### config.mk
export PLATFORM = sky130hd
export DESIGN_NAME = arbitro_buffer_circular
export DESIGN_NICKNAME = d
export VERILOG_FILES = /design/src/rtl/arbitro_buffer_circular.sv
export SDC_FILE = /design/constraint.sdc
export NUM_CORES = 1
export LEC_CHECK = 0
export ABC_CLOCK_PERIOD_IN_PS = 2500
export CAP_MARGIN = 10
export CORE_AREA = 2 2 132 134
export DETAILED_ROUTE_END_ITERATION = 7
export DIE_AREA = 0 0 134 136
export PLACE_DENSITY = 0.66
export SKIP_CTS_REPAIR_TIMING = 1
export SLEW_MARGIN = 20
export SYNTH_ARGS = -nofsm -noshare
export SYNTH_HDL_FRONTEND = slang
export SYNTH_SLANG_ARGS = --single-unit
export TNS_END_PERCENT = 30
### constraint.sdc
create_clock -name clk_i -period 2.5 [get_ports clk_i]
set_clock_uncertainty 0.1 [all_clocks]
set_input_delay 0.625 -clock clk_i [delete_from_list [all_inputs] [get_ports clk_i]]
set_output_delay 0.625 -clock clk_i [all_outputs]
set_load 0.05 [all_outputs]
### src/rtl/arbitro_buffer_circular.sv
// Round-robin write arbiter and paced delete sequencer in front of the circular buffer.
// Optional macro ARB_CONTADORES_EN adds per-producer 16-bit saturating grant counters.
module arbitro_buffer_circular #(
    parameter int WIDTH = 64,
    parameter int NREQ  = 4,
    parameter int IDX   = $clog2(NREQ)
) (
    input  logic                  clk_i,
    input  logic                  rstn_i,
    input  logic [NREQ-1:0]       req_i,
    input  logic [NREQ*WIDTH-1:0] dato_req_i,
    output logic [NREQ-1:0]       ack_o,
    output logic [IDX-1:0]        grant_o,
    input  logic                  leer_i,
    input  logic                  llena_i,
    input  logic                  vacia_i,
    output logic                  insercion_o,
    output logic [WIDTH-1:0]      dato_o,
    output logic                  delecion_o
`ifdef ARB_CONTADORES_EN
    ,
    input  logic                  borrar_cnt_i,
    output logic [NREQ*16-1:0]    cuenta_o
`endif
);

    typedef enum logic [1:0] {StReposo, StInserta, StEspera} w_state_e;
    typedef enum logic [1:0] {StRReposo, StRBorra, StREspera} r_state_e;

    w_state_e w_q, w_d;
    r_state_e r_q, r_d;

    logic [IDX-1:0]   ptr_q, ptr_d;
    logic [IDX-1:0]   grant_q, grant_d;
    logic [NREQ-1:0]  ack_q, ack_d;
    logic             insercion_q, insercion_d;
    logic [WIDTH-1:0] dato_q, dato_d;
    logic             delecion_q, delecion_d;

    logic [WIDTH-1:0] datos [NREQ];
    logic             found;
    logic [IDX-1:0]   sel;
    logic [IDX-1:0]   pos;

    for (genvar k = 0; k < NREQ; k++) begin : g_unpack
        assign datos[k] = dato_req_i[k*WIDTH +: WIDTH];
    end

    // First requester at or after ptr, wrapping modulo NREQ.
    always_comb begin
        found = 1'b0;
        sel   = '0;
        pos   = '0;
        for (int i = 0; i < NREQ; i++) begin
            pos = IDX'((int'(ptr_q) + i) % NREQ);
            if (!found && req_i[pos]) begin
                found = 1'b1;
                sel   = pos;
            end
        end
    end

    always_comb begin
        w_d         = w_q;
        ptr_d       = ptr_q;
        grant_d     = grant_q;
        ack_d       = '0;
        insercion_d = 1'b0;
        dato_d      = dato_q;
        unique case (w_q)
            StReposo: begin
                if (found && !llena_i) begin
                    insercion_d = 1'b1;
                    dato_d      = datos[sel];
                    ack_d       = NREQ'(1) << sel;
                    grant_d     = sel;
                    ptr_d       = (sel == IDX'(NREQ - 1)) ? '0 : sel + 1'b1;
                    w_d         = StInserta;
                end
            end
            StInserta: w_d = StEspera;
            StEspera:  w_d = StReposo;
            default:   w_d = StReposo;
        endcase
    end

    always_comb begin
        r_d        = r_q;
        delecion_d = 1'b0;
        unique case (r_q)
            StRReposo: begin
                if (leer_i && !vacia_i) begin
                    delecion_d = 1'b1;
                    r_d        = StRBorra;
                end
            end
            StRBorra:  r_d = StREspera;
            StREspera: r_d = StRReposo;
            default:   r_d = StRReposo;
        endcase
    end

    always_ff @(posedge clk_i or negedge rstn_i) begin
        if (!rstn_i) begin
            w_q         <= StReposo;
            r_q         <= StRReposo;
            ptr_q       <= '0;
            grant_q     <= '0;
            ack_q       <= '0;
            insercion_q <= 1'b0;
            dato_q      <= '0;
            delecion_q  <= 1'b0;
        end else begin
            w_q         <= w_d;
            r_q         <= r_d;
            ptr_q       <= ptr_d;
            grant_q     <= grant_d;
            ack_q       <= ack_d;
            insercion_q <= insercion_d;
            dato_q      <= dato_d;
            delecion_q  <= delecion_d;
        end
    end

    assign ack_o       = ack_q;
    assign grant_o     = grant_q;
    assign insercion_o = insercion_q;
    assign dato_o      = dato_q;
    assign delecion_o  = delecion_q;

`ifdef ARB_CONTADORES_EN
    logic [15:0] cnt_q [NREQ];

    // Clear has priority over a same-cycle increment.
    always_ff @(posedge clk_i or negedge rstn_i) begin
        if (!rstn_i) begin
            for (int k = 0; k < NREQ; k++) cnt_q[k] <= '0;
        end else begin
            for (int k = 0; k < NREQ; k++) begin
                if (borrar_cnt_i) begin
                    cnt_q[k] <= '0;
                end else if (ack_q[k] && cnt_q[k] != 16'hFFFF) begin
                    cnt_q[k] <= cnt_q[k] + 16'd1;
                end
            end
        end
    end

    for (genvar k = 0; k < NREQ; k++) begin : g_cuenta
        assign cuenta_o[k*16 +: 16] = cnt_q[k];
    end
`endif

endmodule

==> tab_implementation.tex, run 1 <==
\begin{tabular}{lr}
\hline
Metric & Value \\
\hline
\multicolumn{2}{l}{\textbf{Status}} \\
\quad Status & finished clean \\
\multicolumn{2}{l}{\textbf{Power}} \\
\quad Power spent charging and discharging nets & 0.00421 W \\
\quad PD cells & around 1000 nW/µm² \\
\quad Proportion of power drawn by flip-flops and latches & 0.230 \\
\quad Share of total power in the clock network & 0.162 \\
\quad Cell Int Power & about 0.0049 W \\
\quad Overall power of the completed layout & around 0.0091 W \\
\quad Maximum vdd ir drop & $\sim$0.00056 V \\
\quad Sw Ratio & 0.460 \\
\quad LEAKAGE & $\sim$4.1 nW \\
\quad Relative contribution of combinational cells to total power & 0.607 \\
\multicolumn{2}{l}{\textbf{Detailed routing}} \\
\quad Detailed-route wire length on metal 1 & about 8200 µm \\
\quad Total Routed Length & around 20000 µm \\
\quad Iteration-0 DRC count of the detailed router & between 200 and 300 \\
\quad Final routed wire length divided by cell count & 16.7 µm \\
\quad Wire length on met2 & just over 9000 µm \\
\quad Total DRC errors in the routed layout & 0 \\
\quad Post-DR vias/cell & about 4.7 \\
\quad Routed length on met3 & around 1700 µm \\
\quad Vias post-DR & between 5000 and 6000 \\
\quad Remaining antenna violation count & 0 \\
\quad Number of detailed-routing iterations run before antenna repair & 4 \\
\quad Highest routing layer actually used & met4 \\
\multicolumn{2}{l}{\textbf{Timing}} \\
\quad Least-Margin Pin Slew & slightly above 0.6 ns \\
\quad Part of the cycle the worst path needs & 0.965 \\
\quad Tmin final & $\sim$2.4 ns \\
\quad Upper clock frequency limit & $\sim$410 MHz \\
\quad TNS Setup & 0 ns \\
\quad Max-slew violation total from the final report & 0 \\
\quad RSZ-0062 raised after global routing & false \\
\quad Count of final hold-check violations & 0 \\
\quad Endpoints failing setup & 0 \\
\quad Min setup slack post-route & between 0.08 and 0.09 ns \\
\quad Slew headroom & 0.588 \\
\multicolumn{2}{l}{\textbf{Synthesis}} \\
\quad Post-Syn Area & 4560 µm² \\
\quad Post-synthesis adder-cell area fraction & 0.00274 \\
\quad Synth warnings & 0 \\
\quad Simple-gate share of the synthesized area & 0.236 \\
\quad Dominant combinational cell family by area after synthesis & compound AO/OA/AOI/OAI gates \\
\quad Sequential fraction of the synthesis area & 0.428 \\
\quad Xor and xnor fraction of the mapped netlist area & 0 \\
\quad Mean area per synthesized cell & about 7.5 µm² \\
\quad Cell types occupying the most area after synthesis & sky130\_fd\_sc\_hd\_\_dfrtp\_1, sky130\_fd\_sc\_hd\_\_nand2\_1, sky130\_fd\_sc\_hd\_\_a21oi\_1 \\
\quad Fraction of the mapped netlist area in compound gates & 0.281 \\
\quad Leading area contributor after synthesis & sky130\_fd\_sc\_hd\_\_dfrtp\_1 \\
\quad Gate Count Post-Synth & $\sim$610 \\
\quad Net count after synthesis & 878 \\
\quad Distinct cells, synth & 27 \\
\quad Top-area cell type share of the netlist area & 0.428 \\
\quad Fraction of synthesized area in multiplexers & 0.00247 \\
\quad FF+latch count, synth & slightly below 80 \\
\multicolumn{2}{l}{\textbf{Place}} \\
\quad Pre-CTS WS & -0.255 ns \\
\quad Number of buffers inserted by port buffering & between 300 and 400 \\
\quad Detailed placement HPWL & roughly 14000 µm \\
\quad Final weighted congestion in routability-driven placement & between 0.8 and 0.9 \\
\multicolumn{2}{l}{\textbf{Layout}} \\
\quad Ratio of cells with drive above 1 in the final layout & 0.0641 \\
\quad Area overhead of the layout relative to synthesis & 93.7\% \\
\quad Number of nets at the end of the flow & around 1200 \\
\quad Most common library cell in the layout ignoring fill and taps & sky130\_fd\_sc\_hd\_\_clkdlybuf4s50\_1 \\
\quad Area of combinational cells with multiple inputs & around 2400 µm² \\
\quad Inserted Diodes & 0 \\
\quad Most frequent cells in the layout & sky130\_fd\_sc\_hd\_\_clkdlybuf4s50\_1, sky130\_fd\_sc\_hd\_\_nand2\_1, sky130\_fd\_sc\_hd\_\_a21oi\_1 \\
\quad Reg area & slightly below 2000 µm² \\
\quad Final cell utilization of the core & 0.524 \\
\quad Layout filler cell count & 1611 \\
\multicolumn{2}{l}{\textbf{Setup path}} \\
\quad CP Data Required Time & between 2 and 3 ns \\
\quad Critical path endpoint category & flip-flop \\
\quad Worst Setup Start Kind & primary input \\
\quad Slowest Stage Delay on Critical Path & around 0.50 ns \\
\quad Startpoint of the worst register-to-register path & ptr\_q[1] \\
\quad Critical R2R Capture & dato\_o[53] \\
\quad Largest fanout on the critical path & 19 \\
\quad Flop-to-flop setup slack & 0.42 ns \\
\quad Worst Reg-to-Reg Cells & 8 \\
\quad Critical path class & primary input to flip-flop \\
\quad CP max-delay cell & sky130\_fd\_sc\_hd\_\_clkdlybuf4s50\_1 \\
\quad Cell-by-cell listing of the critical path & clkdlybuf4s50\_1 > a21boi\_0 > buf\_4 > o221ai\_4 > buf\_4 > buf\_12 > buf\_12 > nand2\_1 > a21oi\_1 > a211o\_1 \\
\quad Data arrival time of the worst path & $\sim$2.5 ns \\
\multicolumn{2}{l}{\textbf{Global routing}} \\
\quad Largest net degree at the start of global routing & 70 \\
\quad Sum of overflow across all layers after global routing & 0 \\
\quad First-pass GRT wire length & around 30000 µm \\
\quad Via count of the first global-routing pass & about 5500 \\
\quad Overall routing resource usage & 0.208 \\
\quad Antenna violations before repair & 0 \\
\multicolumn{2}{l}{\textbf{Die}} \\
\quad Die area & about 18000 µm² \\
\quad Height of the die & $\sim$140 µm \\
\quad Core footprint & 16900 µm² \\
\quad Number of core rows & 48 \\
\quad Die boundary width & 134 µm \\
\quad Ports placed on the boundary & 337 \\
\quad Initial core utilization & 0.270 \\
\multicolumn{2}{l}{\textbf{Clock tree}} \\
\quad H-tree depth & 3 \\
\quad Number of CTS-inserted buffers & 9 \\
\quad Latest clock arrival within the worst-skew pair & roughly 0.33 ns \\
\quad TritonCTS clock tree & yes \\
\quad CTS Sinks & around 80 \\
\quad Clock slew seen by the registers of the worst setup and hold paths & approximately 0.060 ns \\
\quad Root buffer selected by CTS & sky130\_fd\_sc\_hd\_\_clkbuf\_16 \\
\quad Clock Path Buffers & 2 \\
\multicolumn{2}{l}{\textbf{Hold path}} \\
\quad Class of the tightest hold or removal check & primary input to asynchronous set/reset pin \\
\multicolumn{2}{l}{\textbf{Flow run}} \\
\quad Max-cap violations & 0 \\
\hline
\end{tabular}
==> registers in the layout, indices dropped and copies added, names as in the netlist <==
signal and cells:
delecion_o 1, ack_o 4, insercion_o 1, dato_o 64, ptr_q 2, grant_o 2, w_q 2, r_q 2
==> layout make-up <==
| cell class | count | share of cell area |
|---|---|---|
| Clock buffer | 13 | 0.0306 |
| Clock inverter | 3 | 0.00736 |
| Inverter | 5 | 0.00241 |
| Multi-Input combinational cell | 480 | 0.272 |
| Sequential cell | 78 | 0.221 |
| Tap cell | 225 | 0.0319 |
| Timing Repair Buffer | 373 | 0.435 |
==> worst max path at each step <==
stage / start / endpoint / cells past startpoint
floorplan: req_i[2] / dato_o[18] / 6
global placement: req_i[1] / grant_o[0] / 5
detailed placement: req_i[1] / grant_o[0] / 5
CTS: req_i[1] / grant_o[0] / 5
global route: req_i[1] / dato_o[54] / 10
finish: req_i[1] / dato_o[53] / 10
==> per-layer routing <==
layer	vias to the layer above	GRT usage
met5	-	0
met4	0	0.0680
met3	29	0.0608
met2	228	0.351
met1	2556	0.257
li1	2749	-
==> worst max-delay path: cells and delay by family <==
family / cells / cell delay, ns
compound gates: 4 / 0.69
simple gates: 1 / 0.06
buf+inv: 5 / 1.13
==> cell usage after synthesis <==
| library cell | n |
|---|---|
| sky130_fd_sc_hd__clkbuf_1 | 28 |
| sky130_fd_sc_hd__nand2_1 | 264 |
| sky130_fd_sc_hd__o221ai_2 | 1 |
| sky130_fd_sc_hd__or3b_1 | 1 |
| sky130_fd_sc_hd__a211o_1 | 64 |
| sky130_fd_sc_hd__o21ai_0 | 1 |
| sky130_fd_sc_hd__buf_1 | 7 |
| sky130_fd_sc_hd__buf_4 | 3 |
| sky130_fd_sc_hd__nor3_1 | 1 |
| sky130_fd_sc_hd__or3_1 | 1 |
| sky130_fd_sc_hd__and2_1 | 1 |
| sky130_fd_sc_hd__a21boi_0 | 1 |
| sky130_fd_sc_hd__nand2b_1 | 1 |
| sky130_fd_sc_hd__dfrtp_1 | 78 |
| sky130_fd_sc_hd__o41ai_4 | 1 |
| sky130_fd_sc_hd__a311oi_1 | 1 |
| sky130_fd_sc_hd__nor2b_1 | 3 |
| sky130_fd_sc_hd__a21oi_1 | 129 |
| sky130_fd_sc_hd__ha_1 | 1 |
| sky130_fd_sc_hd__nor2_1 | 4 |
| sky130_fd_sc_hd__o21ai_1 | 1 |
| sky130_fd_sc_hd__buf_2 | 11 |
| sky130_fd_sc_hd__nor4b_1 | 2 |
| sky130_fd_sc_hd__inv_2 | 2 |
| sky130_fd_sc_hd__mux2_2 | 1 |
| sky130_fd_sc_hd__o31ai_1 | 1 |
| sky130_fd_sc_hd__inv_1 | 3 |
==> kinds of logic after synthesis <==
kind of cell             count (synthesis)
adder cells (fa/ha/maj)                  1
flip-flops                              78
buffers and inverters                   54
AND/OR/NAND/NOR                        278
multiplexers                             1
AO/OA/AOI/OAI                          200
==> power by group through the flow <==
stage	sequential [W]	clock [W]	combinational, W
after floorplan	0.00382	0	0.00150
final	0.00210	0.00148	0.00555
after detailed placement	0.00211	0	0.00558
after global placement	0.00211	0	0.00555
after CTS	0.00210	0.00154	0.00559
after global routing	0.00216	0.00158	0.00589
==> per-stage QoR <==
stage | hold WS, ns | instance area, µm² | std cells
final | 0.129 | 8830 | 1177
after global routing | 0.148 | 8830 | 1177
after CTS | 0.130 | 8830 | 1177
after detailed placement | 0.319 | 8500 | 1161
after global placement | 0.314 | 8500 | 1161
after floorplan | 0.229 | 4560 | 612
Note: power is estimated with default switching activity, not from simulation.
==> inputs of run 2 (changes only) <==
ABC_CLOCK_PERIOD_IN_PS = not set   (was 2500)
CORE_AREA = 2 2 131 133   (was 2 2 132 134)
DIE_AREA = 0 0 133 135   (was 0 0 134 136)
PLACE_DENSITY = 0.67   (was 0.66)
clock period = 2.78 ns   (was 2.5 ns; I/O delays follow)
==> run 2 against run 1 <==
Global-route usage up 0.29 points. Sequential power down 10%. Critical path depth down 1. Hold slack better by 0.076 ns. Combinational power down 12%. First-iteration DRC count up 7.2%. Sequential share of layout area up 0.35 points. Wire length down 0.69%. Die area down 1.5%. Clock power down 20%. Cell count down 1.2%. Total power down 13%. Critical endpoint is now dato_o[50]. Largest power group unchanged.
==> tab_implementation.tex, run 2 (synthesized netlist as in run 1, its figures left out) <==
\begin{tabular}{lr}
\hline
Metric & Value \\
\hline
\multicolumn{2}{l}{\textbf{Setup path}} \\
\quad Cell occurring most often along the worst timing path & sky130\_fd\_sc\_hd\_\_buf\_4 \\
\quad CP max-delay cell & sky130\_fd\_sc\_hd\_\_clkdlybuf4s50\_1 \\
\quad Worst Setup Start Kind & primary input \\
\quad Cell-by-cell listing of the critical path & clkdlybuf4s50\_1 > a21boi\_0 > buf\_4 > o221ai\_4 > buf\_4 > buf\_12 > nand2\_1 > a21oi\_1 > a211o\_1 \\
\quad Critical path class & primary input to flip-flop \\
\quad Critical path endpoint category & flip-flop \\
\quad Flop-to-flop setup slack & 0.67 ns (+0.25 ns) \\
\quad Largest fanout on the critical path & 44 (+25) \\
\quad CP Data Required Time & 2.90 ns (+0.28 ns) \\
\quad Data arrival time of the worst path & 2.61 ns (+0.08 ns) \\
\quad Slowest Stage Delay on Critical Path & 0.55 ns (+0.05 ns) \\
\quad Startpoint of the worst register-to-register path & ptr\_q[1] \\
\quad Launch point of the critical path & req\_i[1] \\
\quad Critical R2R Capture & dato\_o[50] \\
\quad Worst Reg-to-Reg Cells & 7 (-1) \\
\multicolumn{2}{l}{\textbf{Die}} \\
\quad Die boundary width & 133 µm (-0.75\%) \\
\quad Height of the die & 135 µm (-0.74\%) \\
\quad Number of core rows & 47 (-2.1\%) \\
\quad Die area & 18000 µm² (-1.5\%) \\
\quad Initial core utilization & 0.278 (+0.00773) \\
\quad Ports placed on the boundary & 337 (unchanged) \\
\quad Core footprint & 16400 µm² (-2.8\%) \\
\multicolumn{2}{l}{\textbf{Detailed routing}} \\
\quad Total DRC errors in the routed layout & 0 (unchanged) \\
\quad Remaining antenna violation count & 0 (unchanged) \\
\quad Number of detailed-routing iterations run before antenna repair & 5 (+1) \\
\quad Vias post-DR & 5580 (+0.32\%) \\
\quad Post-DR vias/cell & 4.80 (+1.5\%) \\
\quad Total Routed Length & 19500 µm (-0.69\%) \\
\quad Iteration-0 DRC count of the detailed router & 283 (+7.2\%) \\
\quad Final routed wire length divided by cell count & 16.8 µm (+0.50\%) \\
\multicolumn{2}{l}{\textbf{Global routing}} \\
\quad Largest net degree at the start of global routing & 72 (+2.9\%) \\
\quad Antenna violations before repair & 0 (unchanged) \\
\quad Overall routing resource usage & 0.211 (+0.00287) \\
\quad Sum of overflow across all layers after global routing & 0 (unchanged) \\
\quad Via count of the first global-routing pass & 5438 (-1.5\%) \\
\quad First-pass GRT wire length & 29700 µm (+0.30\%) \\
\multicolumn{2}{l}{\textbf{Layout}} \\
\quad Most frequent cells in the layout & sky130\_fd\_sc\_hd\_\_clkdlybuf4s50\_1, sky130\_fd\_sc\_hd\_\_nand2\_1, sky130\_fd\_sc\_hd\_\_a21oi\_1 \\
\quad Max FFs per register & 64 (unchanged) \\
\quad Number of nets at the end of the flow & 1205 (-0.66\%) \\
\quad Cell area after layout & 8700 µm² (-1.6\%) \\
\quad Ratio of cells with drive above 1 in the final layout & 0.0541 (-0.00999) \\
\quad Most common library cell in the layout ignoring fill and taps & sky130\_fd\_sc\_hd\_\_clkdlybuf4s50\_1 \\
\quad Area overhead of the layout relative to synthesis & 90.7\% \\
\quad Final cell utilization of the core & 0.530 (+0.00658) \\
\quad Inserted Diodes & 0 (unchanged) \\
\multicolumn{2}{l}{\textbf{Clock tree}} \\
\quad Root buffer selected by CTS & sky130\_fd\_sc\_hd\_\_clkbuf\_16 \\
\quad Latest clock arrival within the worst-skew pair & 0.33 ns (about the same) \\
\quad Clock slew seen by the registers of the worst setup and hold paths & 0.06 ns (about the same) \\
\quad H-tree depth & 3 (unchanged) \\
\quad TritonCTS clock tree & yes \\
\quad Clock Path Buffers & 2 (unchanged) \\
\quad CTS Sinks & 78 (unchanged) \\
\quad Number of CTS-inserted buffers & 9 (unchanged) \\
\multicolumn{2}{l}{\textbf{Place}} \\
\quad Cell area after placement & 8410 µm² (-1.0\%) \\
\quad Detailed placement HPWL & 14100 µm (-2.2\%) \\
\quad Number of buffers inserted by port buffering & 336 (unchanged) \\
\quad Final weighted congestion in routability-driven placement & 0.842 (+3.8\%) \\
\multicolumn{2}{l}{\textbf{Timing}} \\
\quad Upper clock frequency limit & 401 MHz \\
\quad RSZ-0062 raised after global routing & false \\
\quad Max-slew violation total from the final report & 0 (unchanged) \\
\quad Slew headroom & 0.626 (+0.0373) \\
\quad TNS Setup & 0 ns (unchanged) \\
\quad Endpoints failing setup & 0 (unchanged) \\
\quad Minimum hold slack & 0.205 ns (+0.0764 ns) \\
\quad Tmin final & 2.49 ns \\
\quad Least-Margin Pin Slew & 0.560 ns (-0.0577 ns) \\
\quad Count of final hold-check violations & 0 (unchanged) \\
\quad Part of the cycle the worst path needs & 0.896 \\
\multicolumn{2}{l}{\textbf{Power}} \\
\quad PD cells & 916 nW/µm² (-11\%) \\
\quad Overall power of the completed layout & 0.00797 W (-13\%) \\
\quad Maximum vdd ir drop & 0.000437 V (-21\%) \\
\quad LEAKAGE & 4.01 nW (-1.8\%) \\
\multicolumn{2}{l}{\textbf{Hold path}} \\
\quad Class of the tightest hold or removal check & primary input to asynchronous set/reset pin \\
\multicolumn{2}{l}{\textbf{Status}} \\
\quad Status & finished clean \\
\multicolumn{2}{l}{\textbf{Flow run}} \\
\quad Max-cap violations & 0 (unchanged) \\
\hline
\end{tabular}
## run 2: worst max-delay path by stage
stage	slack (ns)	end	depth (start not counted)
after global routing	0.18	dato_o[50]	9
final	0.29	dato_o[50]	9
after global placement	-0.02	dato_o[50]	9
after floorplan	0.44	dato_o[18]	6
after detailed placement	-0.06	dato_o[50]	9
after CTS	0.30	dato_o[50]	9
## run 2: metrics by stage
stage	cells	setup slack, ns
6_report	1163	0.289
5_1_grt	1163	0.180
4_1_cts	1163	0.298
3_5_place_dp	1148	-0.0565
3_3_place_gp	1148	-0.0226
2_1_floorplan	612	0.435
## run 2: critical path, delay by kind of cell
| family | cells | cell delay (ns) |
|---|---|---|
| buf+inv | 4 | 1.11 |
| simple gates | 1 | 0.08 |
| compound gates | 4 | 0.68 |
## run 2: metal layers
| layer | GRT usage | vias up | part of all wire | routed length, µm |
|---|---|---|---|---|
| met5 | 0 | - | 0 | 0 |
| met4 | 0.0854 | 0 | 0.029 | 556 |
| met3 | 0.0623 | 35 | 0.088 | 1710 |
| met2 | 0.357 | 247 | 0.48 | 9440 |
| met1 | 0.253 | 2569 | 0.40 | 7790 |
| li1 | - | 2729 | - | - |
## run 2: cell type report
cell class	count	area [µm²]
well taps	220	275
fillers	1565	7710
inverters	5	21.3
repair buffers	365	3750
multi-input cells	480	2400
clock buffers	11	243
flip-flops and latches	78	1950
clock inverters	4	47.5
## run 2: report_power, final
| group | internal [W] | switching [W] |
|---|---|---|
| Clock | 0.000713 | 0.000480 |
| Combinational | 0.00191 | 0.00299 |
| Sequential | 0.00160 | 0.000275 |
| Total | 0.00422 | 0.00375 |
